File: config.mk
export PLATFORM = sky130hd
export DESIGN_NAME = native_rr_arbiter
export DESIGN_NICKNAME = d
export VERILOG_FILES = /design/src/rtl/native_rr_arbiter.sv
export SDC_FILE = /design/constraint.sdc
export NUM_CORES = 1
export LEC_CHECK = 0
export ABC_AREA = 1
export ABC_CLOCK_PERIOD_IN_PS = 2600
export CELL_PAD_IN_SITES_DETAIL_PLACEMENT = 1
export CELL_PAD_IN_SITES_GLOBAL_PLACEMENT = 1
export CORE_MARGIN = 5
export CORE_UTILIZATION = 11
export DETAILED_ROUTE_END_ITERATION = 6
export GPL_TIMING_DRIVEN = 0
export PLACE_DENSITY = 0.85
export SLEW_MARGIN = 40
export SYNTH_ARGS = -nofsm -noshare
export SYNTH_HDL_FRONTEND = slang
export SYNTH_SLANG_ARGS = --single-unit
File: constraint.sdc
create_clock -name clk -period 2.6 [get_ports clk]
set_input_delay 0.26 -clock clk [delete_from_list [all_inputs] [get_ports clk]]
set_output_delay 0.26 -clock clk [all_outputs]
set_load 0.1 [all_outputs]
File: src/rtl/native_rr_arbiter.sv
// Round-robin arbiter sharing one native-interface slave among N_MASTERS masters.
// Optional slave-response timeout enabled by defining NATIVE_RR_ARBITER_TIMEOUT_EN.
module native_rr_arbiter #(
    parameter int N_MASTERS      = 2,
    parameter int ADDR_WIDTH     = 32,
    parameter int DATA_WIDTH     = 32,
    parameter int STRB_WIDTH     = DATA_WIDTH / 8,
    parameter int TIMEOUT_CYCLES = 255
) (
    input  logic                             clk,
    input  logic                             rst,
    input  logic [N_MASTERS-1:0]             m_valid,
    input  logic [N_MASTERS*ADDR_WIDTH-1:0]  m_addr,
    input  logic [N_MASTERS*DATA_WIDTH-1:0]  m_wdata,
    input  logic [N_MASTERS*STRB_WIDTH-1:0]  m_wstrb,
    output logic [N_MASTERS-1:0]             m_ready,
    output logic [DATA_WIDTH-1:0]            m_rdata,
    output logic                             s_valid,
    output logic [ADDR_WIDTH-1:0]            s_addr,
    output logic [DATA_WIDTH-1:0]            s_wdata,
    output logic [STRB_WIDTH-1:0]            s_wstrb,
    input  logic                             s_ready,
    input  logic [DATA_WIDTH-1:0]            s_rdata,
    output logic [N_MASTERS-1:0]             grant,
    output logic                             timeout
);

    localparam int PW = (N_MASTERS > 1) ? $clog2(N_MASTERS) : 1;

    typedef enum logic {
        IDLE,
        BUSY
    } state_t;

    state_t               state;
    logic [N_MASTERS-1:0] grant_q;
    logic [PW-1:0]        ptr;
    logic [N_MASTERS-1:0] sel;
    logic [PW-1:0]        g_idx;
    logic [PW-1:0]        next_ptr;
    logic                 busy;
    logic                 granted_valid;
    logic                 timeout_hit;
    logic                 done;

    assign grant = grant_q;
    assign busy  = (state == BUSY);

    // Descending scan so the candidate closest to ptr (smallest offset) wins.
    always_comb begin
        logic [PW-1:0] ii;
        sel = '0;
        ii  = '0;
        for (int k = N_MASTERS - 1; k >= 0; k--) begin
            ii = PW'((int'(ptr) + k) % N_MASTERS);
            if (m_valid[ii]) begin
                sel     = '0;
                sel[ii] = 1'b1;
            end
        end
    end

    always_comb begin
        g_idx = '0;
        for (int i = 0; i < N_MASTERS; i++) begin
            if (grant_q[i]) g_idx = PW'(i);
        end
        next_ptr = (int'(g_idx) == N_MASTERS - 1) ? '0 : g_idx + PW'(1);
    end

    // Grant is zero while idle, so the one-hot mux also zeroes the slave fields.
    always_comb begin
        s_addr  = '0;
        s_wdata = '0;
        s_wstrb = '0;
        for (int i = 0; i < N_MASTERS; i++) begin
            if (grant_q[i]) begin
                s_addr  = m_addr[i*ADDR_WIDTH +: ADDR_WIDTH];
                s_wdata = m_wdata[i*DATA_WIDTH +: DATA_WIDTH];
                s_wstrb = m_wstrb[i*STRB_WIDTH +: STRB_WIDTH];
            end
        end
    end

    assign granted_valid = |(m_valid & grant_q);

`ifdef NATIVE_RR_ARBITER_TIMEOUT_EN
    localparam int CNT_RAW = $clog2(TIMEOUT_CYCLES + 1);
    localparam int CNT_W   = (CNT_RAW < 8) ? 8 : ((CNT_RAW > 32) ? 32 : CNT_RAW);

    logic [CNT_W-1:0] wait_cnt;

    always_ff @(posedge clk) begin
        if (rst || !busy) begin
            wait_cnt <= '0;
        end else if (!s_ready) begin
            wait_cnt <= wait_cnt + CNT_W'(1);
        end
    end

    assign timeout_hit = busy && granted_valid && !s_ready &&
                         (wait_cnt == CNT_W'(TIMEOUT_CYCLES - 1));
`else
    assign timeout_hit = 1'b0;
`endif

    assign timeout = timeout_hit;
    assign s_valid = busy && granted_valid && !timeout_hit;
    assign m_ready = (busy && ((granted_valid && s_ready) || timeout_hit)) ? grant_q : '0;
    assign m_rdata = timeout_hit ? '1 : s_rdata;

    // A dropped request ends the transaction just like a completion does.
    assign done = busy && (!granted_valid || s_ready || timeout_hit);

    always_ff @(posedge clk) begin
        if (rst) begin
            state   <= IDLE;
            grant_q <= '0;
            ptr     <= '0;
        end else begin
            case (state)
                IDLE: begin
                    if (|m_valid) begin
                        grant_q <= sel;
                        state   <= BUSY;
                    end
                end
                BUSY: begin
                    if (done) begin
                        grant_q <= '0;
                        ptr     <= next_ptr;
                        state   <= IDLE;
                    end
                end
                default: begin
                    grant_q <= '0;
                    state   <= IDLE;
                end
            endcase
        end
    end

endmodule
# Yosys cells after proc, flatten, opt, wreduce, memory -nomap -nowiden
# Index checks and enable logic that the tools add are counted.
# totals
ff_bits,4
out_inout_bits,106
word_cells,50
# classes
add_sub_neg,2
magnitude_cmp,4
n_eq_ne,2
n_mux,25
bitwise,2
reduce_logical,12
# ops
cell,n
32-bit 2-to-1 mux,4
1-bit 2-to-1 mux,10
2-bit 2-to-1 mux,5
4-bit 2-to-1 mux,2
1-bit logical AND,6
1-bit by 2-bit less-than comparator with 1-bit output (second input constant),2
2-bit case mux with 2 select lines,1
2-bit AND reduction,2
2-bit OR reduction,2
1-bit adder (second input constant),2
2-bit AND,1
1-bit demux with 1-bit select,2
1-bit greater-or-equal comparator (second input constant),2
2-bit by 1-bit != test with 1-bit output (second input constant),1
2-bit != test (second input constant),1
1-bit case mux with 2 select lines,1
1-bit logical NOT,1
1-bit logical OR,1
1-bit inverter,1

# Logic depth before layout (Yosys ltp)
# Gate-level depths: netlist of the first run.
# depth
depth_word,9
depth_mapped,8
depth_no_buf,7

# Worst setup path after synthesis of the first run
# Ideal clock, no wire load.
# synth_path
path_kind,reg2out
from,register grant_q[0] (netlist: grant[0])
to,output port m_ready[0]
t_arrival_ns,3.653
required_ns,2.340
path_slack_ns,-1.313
stages_incl_launch_ff,6
cell_sequence,dfxtp_1 buf_4 nand2_2 a21oi_2 nand2_1 nor2_1
# synth_between
elab_chain_len,5
# synth_lines
element,line,source
"start, declared",36,logic [N_MASTERS-1:0] grant_q;
"start signal, assigned",124,grant_q <= sel;
2-bit AND,85,assign granted_valid = |(m_valid & grant_q);
2-bit OR reduction,85,
1-bit logical AND (2 in a row),109,assign m_ready = (busy && ((granted_valid && s_ready) || timeout_hit)) ? grant_q : '0;
2-bit 2-to-1 mux *,109,
"end, declared",16,"output logic [N_MASTERS-1:0] m_ready,"
# Mark *: on every way between the ends. The rest lies on a longest branch, timed or not.

# Worst setup path after layout of the first run
# layout_path
from,register grant_q[1] (netlist: grant[1])
to,output port s_addr[7]
# layout_between
elab_chain_len,1
# layout_lines
element,line,source
32-bit 2-to-1 mux,77,if (grant_q[i]) begin
"end, declared",19,"output logic [ADDR_WIDTH-1:0] s_addr,"
# Every way passes these cells.

==> results of run 1 <==
## cell type report
type | instances | area, um2 | area share (%)
buffer | 57 | 384 | 10.3
clock buffer | 3 | 75.1 | 2.02
inverter | 6 | 22.5 | 0.605
multi-input combinational | 232 | 1010 | 27.1
sequential | 4 | 81.3 | 2.19
tap | 176 | 220 | 5.92
timing repair buffer | 245 | 1930 | 51.8
## layer usage
metal / up-vias / global-route usage (%) / routed length, um
met5: - / 0 / 0
met4: 0 / 1.96 / 92
met3: 6 / 2.75 / 798
met2: 147 / 24.0 / 5530
met1: 1278 / 13.3 / 4000
li1: 1409 / - / -
## cell families after synthesis
group | count (synthesis) | share of synthesized area, %
other cells | 1 | 0.254
buf+inv | 63 | 27.6
compound gates | 8 | 2.97
simple gates | 223 | 63.8
flops | 4 | 5.43
## power breakdown
group	switching, W	internal [W]
sequential	0.00000517	0.0000684
combinational	0.00141	0.000406
clock	0.0000440	0.000197
total	0.00146	0.000671
## cells in the mapped netlist, drive strengths merged
cell type	instances
a21oi	7
buf	53
clkbuf	4
conb	1
dfxtp	4
inv	6
nand2	147
nand3	72
nor2	4
o21ai	1
## final timing paths
check                            endpoint  slack (ns)     start  depth (start not counted)
worst max-delay path            s_addr[7]        0.56  grant[1]                          5
worst min-delay path                  ptr        0.49       ptr                          2
worst max register to register   grant[0]        1.43  grant[0]                          8
worst min register to register        ptr        0.49       ptr                          2
## state kept, by name, summed over array words and instances (netlist names)
register and cells:
grant 2, ptr 1, busy 1
## cell usage in the layout, fill, tap and decap left out
master	count
inv_1	5
a21oi_4	1
nand2_1	142
nor2_4	2
clkbuf_16	3
dfxtp_1	3
buf_6	1
nand2_2	5
nor2_1	2
dfxtp_2	1
inv_2	1
clkdlybuf4s50_1	140
conb_1	1
buf_2	118
nand3_1	72
buf_4	39
o21ai_1	1
a21oi_1	6
clkbuf_1	4
## per-stage QoR
step / setup WS, ns / TNS (ns) / cell area, um2 / hold WS [ns] / std cells
finish: 0.561 / 0 / 3720 / 0.486 / 723
global route: 0.404 / 0 / 3720 / 0.537 / 723
CTS: 0.481 / 0 / 3720 / 0.485 / 723
detailed placement: 0.586 / 0 / 3640 / 0.480 / 720
global placement: -0.117 / -0.233 / 4170 / 0.465 / 720
floorplan: 0.00768 / 0 / 1500 / 0.329 / 299
## worst min-delay path, cell delays in order (launching register included)
cell,delay [ns]
dfxtp_1,0.31
nand2_1,0.06
a21oi_1,0.06
==> results by group, run 1 <==
Run status
  • Status: complete, no violations

STA
  • Worst slew pin tran: 0.520 ns
  • Final Max Slew Viols: 0
  • RSZ-0062 raised after global routing: false
  • Worst slew margin: approximately 66%
  • Final setup violation count: 0
  • Layout Skew: 0.00106 ns
  • Tcrit/Tclk final: between 70% and 80%
  • Min cycle time layout: ~2.0 ns
  • Fmax: between 400 and 500 MHz
  • Hold Vio Cnt, Final: 0

Setup path
  • Crit path cell chain: buf_6 > clkbuf_1 > nand2_1 > nand2_1 > buf_2
  • Arr. time, crit path: roughly 1.8 ns
  • CP bufs+invs: 3
  • Worst path slowest cell: buf_2
  • Top Family by Delay on Critical Path: buffers and inverters
  • CP Class: register to output port
  • CP most frequent cell: nand2_1
  • CP endpoint kind: output port
  • Required @ worst endpoint: between 2 and 2.5 ns
  • CP max stage delay: between 0.4 and 0.5 ns
  • CP startpoint kind: register
  • CP max FO: 10

Routing
  • Total number of vias: ~2800
  • Total wire length: 10.4 mm
  • Antenna Nets Post-Route: 0
  • Router iterations before antenna repair: 4
  • WL/cell: 14.4 um
  • Vias per inst: between 3 and 4
  • DRC violation count after routing: 0
  • 1st-iter DRT viols: 62

Logic synthesis
  • Mapped Cells: 299
  • Yosys Warn Count: 0
  • Register area share after synthesis: 5.43%
  • Cell taking the most area after synthesis: nand2_1
  • Net count after synthesis: 472
  • Yosys cell types: 15
  • Flip-flop and latch count after synthesis: 4
  • Syn Area/Cell: around 4.9 um2
  • Post-Syn Area: about 1500 um2
  • Synth area leaders: nand2_1 36%, nand3_1 24%, buf_4 20%
  • Post-synth top area share: a little over a third

Die
  • I/O Pins: around 280
  • Core Area: 13200 um2
  • Die height: between 100 and 150 um
  • Initial Util: about 11%
  • Die area: around 16000 um2
  • Rows: 42
  • Die X: around 130 um

Placed design
  • Dpl hpwl: between 9 and 10 mm
  • Final Wtd Congestion: between 0.8 and 0.9
  • # port buffers: approximately 250

Clock network
  • Setup Fix Bufs, Post-CTS: 0
  • Resized cells post-CTS: 0
  • CTS Buf Count: 3
  • CTS Buffer Depth: 2
  • Hold buffer count at CTS: 0
  • CTS tree: done
  • Worst-skew pair later-pin latency: 0.22 ns
  • # H-tree levels: 1
  • Root Driver: clkbuf_16
  • CTS clock-pin slew for the worst setup and hold paths: about 0.030 ns
  • Sink Count: 4

Global route
  • First-pass GRT wire length: approximately 16 mm
  • Vias in the first global route: a little over 3000
  • GRT overflow: 0
  • Largest net degree at the start of global routing: 11
  • Initial antenna violation count: 0
  • GRT Util Overall: 12.2%

Power
  • Pwr Density: roughly 570 nW/um2
  • Final Power: approximately 0.0021 W
  • Worst IR drop on VDD: 196 uV
  • Lkg Pwr: 2.00 nW

Final layout
  • Fill count: roughly 1700
  • Layout cell share with drive strength beyond 1: between 30 and 40%
  • Layout net count: just over 700
  • Final Core Density: ~28%
  • Antenna Cells: 0
  • Synth-to-layout area growth: 152%

Flow run
  • Total of max-cap violations: 0

Worst hold path
  • Worst Hold Class: register to register
Power figures use the tool's default switching activity.
==> run 2, diff against run 1 <==
- ABC_CLOCK_PERIOD_IN_PS: 2600 -> 2000
- CORE_UTILIZATION: 11 -> 10
- PLACE_DENSITY: 0.85 -> 0.78
- clock period: 2.6 -> 2 ns (I/O delays scaled with it)
==> results by group, run 2 (same netlist as run 1, synthesis figures left out) <==
Run status
  • Status: complete, no violations

Global route
  • GRT overflow: 0 (unchanged)
  • Largest net degree at the start of global routing: 11 (unchanged)
  • First-pass GRT wire length: 15.5 mm (-2.0%)
  • Initial antenna violation count: 0 (unchanged)
  • Vias in the first global route: 2918 (-6.0%)
  • GRT Util Overall: 10.9% (-1.3 points)

Setup path
  • CP Class: register to output port
  • CP max FO: 10 (unchanged)
  • Required @ worst endpoint: 1.80 ns (-0.54 ns)
  • Arr. time, crit path: 1.68 ns (-0.10 ns)
  • CP startpoint kind: register
  • CP endpoint kind: output port

Die
  • I/O Pins: 279 (unchanged)
  • Rows: 44 (+4.8%)
  • Core Area: 14500 um2 (+9.8%)
  • Die height: 131 um (+4.5%)
  • Die area: 17300 um2 (+9.2%)
  • Initial Util: 10.2% (-0.99 points)
  • Die X: 131 um (+4.5%)

STA
  • Final Max Slew Viols: 0 (unchanged)
  • Tcrit/Tclk final: a little over nine tenths
  • Final setup violation count: 0 (unchanged)
  • Fmax: between 500 and 600 MHz
  • Min cycle time layout: 1.88 ns
  • Worst hold margin: 0.491 ns (+0.00470 ns)
  • Hold Vio Cnt, Final: 0 (unchanged)
  • Layout Skew: 0.00232 ns (+0.00127 ns)
  • RSZ-0062 raised after global routing: true

Placed design
  • Dpl hpwl: 8.90 mm (-4.1%)
  • Final Wtd Congestion: 0.754 (-12%)
  • # port buffers: 245 (unchanged)

Worst hold path
  • Worst Hold Class: register to register

Routing
  • 1st-iter DRT viols: 46 (-26%)
  • Total number of vias: 2821 (-0.67%)
  • DRC violation count after routing: 0 (unchanged)
  • WL/cell: 14.1 um (-2.1%)
  • Antenna Nets Post-Route: 0 (unchanged)
  • Total wire length: 10.3 mm (-0.89%)
  • Router iterations before antenna repair: 4 (unchanged)
  • Vias per inst: 3.85 (-1.9%)

Final layout
  • Reg area: 83.8 um2 (+3.1%)
  • Max FFs per register: 2 (unchanged)
  • Layout cell share with drive strength beyond 1: 32.1% (+0.86 points)
  • Fill count: 1858 (+7.4%)
  • Antenna Cells: 0 (unchanged)
  • Multi-input logic area: 1020 um2 (+0.74%)
  • Commonest non-fill, non-tap cells in the layout: 141 x nand2_1, 140 x clkdlybuf4s50_1, 72 x nand3_1
  • Synth-to-layout area growth: 163%
  • Commonest non-fill, non-tap cell in the layout: nand2_1
  • Layout net count: 722 (unchanged)

Power
  • Lkg Pwr: 2.02 nW (+0.62%)
  • Final Power: 0.00285 W (+34%)
  • Pwr Density: 735 nW/um2 (+28%)
  • Worst IR drop on VDD: 377 uV (+92%)

Clock network
  • CTS tree: done
  • Worst-skew pair later-pin latency: 0.23 ns (about the same)
  • # H-tree levels: 1 (unchanged)
  • CTS clock-pin slew for the worst setup and hold paths: 0.03 ns (about the same)
  • CTS Buf Count: 3 (unchanged)
  • Root Driver: clkbuf_16
  • CTS Buffer Depth: 2 (unchanged)
  • Setup Fix Bufs, Post-CTS: 0 (unchanged)
  • Sink Count: 4 (unchanged)

Flow run
  • Total of max-cap violations: 0 (unchanged)
## run 2: changes by cell type in the layout (fill, tap and decap cells not counted), moves of 3 or more
cell and delta:
clkbuf_2 +4, clkbuf_4 +47, clkbuf_1 -3, buf_2 -49
## run 2: layout make-up
class                      count  share of cell area, %
buffer                        57                   10.2
clock buffer                   4                   2.03
inverter                       6                  0.581
multi-input combinational    232                   26.3
sequential                     4                   2.16
tap                          184                   5.94
timing repair buffer         245                   52.8
## run 2: worst max-delay path, stage by stage, from the launching register on
cell and delay, ns:
dfxtp_1 0.33, buf_6 0.14, buf_4 0.18, buf_2 0.23
nand2_1 0.08, nand2_1 0.07, buf_2 0.42
## run 2: per-stage QoR
step	instance area (um2)	utilization (%)	std cells	setup TNS, ns	setup WS [ns]
CTS	3750	25.9	732	0	0.000782
floorplan	1510	-	299	-0.482	-0.252
finish	3870	26.8	732	0	0.116
global placement	4190	29.0	728	-30.30	-0.583
global route	3870	26.8	732	0	0.0000231
detailed placement	3670	25.3	728	0	0.121
## run 2: report_power, final
part	total, W	internal [W]	switching, W
Clock	0.000331	0.000264	0.0000669
Combinational	0.00242	0.000585	0.00184
Sequential	0.0000949	0.0000887	0.00000621
Total	0.00285	0.000938	0.00191
## run 2: final timing paths
check | startpoint | endpoint | slack (ns) | cells after the start
min reg2reg | ptr | ptr | 0.49 | 2
max reg2reg | grant[1] | ptr | 0.90 | 5
min | ptr | ptr | 0.49 | 2
max | grant[1] | s_wdata[11] | 0.12 | 6
## run 2: per-layer routing
layer	GRT usage [%]	part of all wire, %	vias up
li1	-	-	1412
met1	11.3	36	1258
met2	21.3	53	138
met3	3.33	8.6	13
met4	2.29	1.6	0
met5	0	0	-
## run 2: repair_timing
| action | in CTS | in global routing |
|---|---|---|
| setup endpoints to repair | 21 | 51 |
| endpoints found under the hold margin | 0 | 0 |
| gates resized for setup | 4 | 51 |
| cloned | 0 | 0 |
| hold buffers | 0 | 0 |
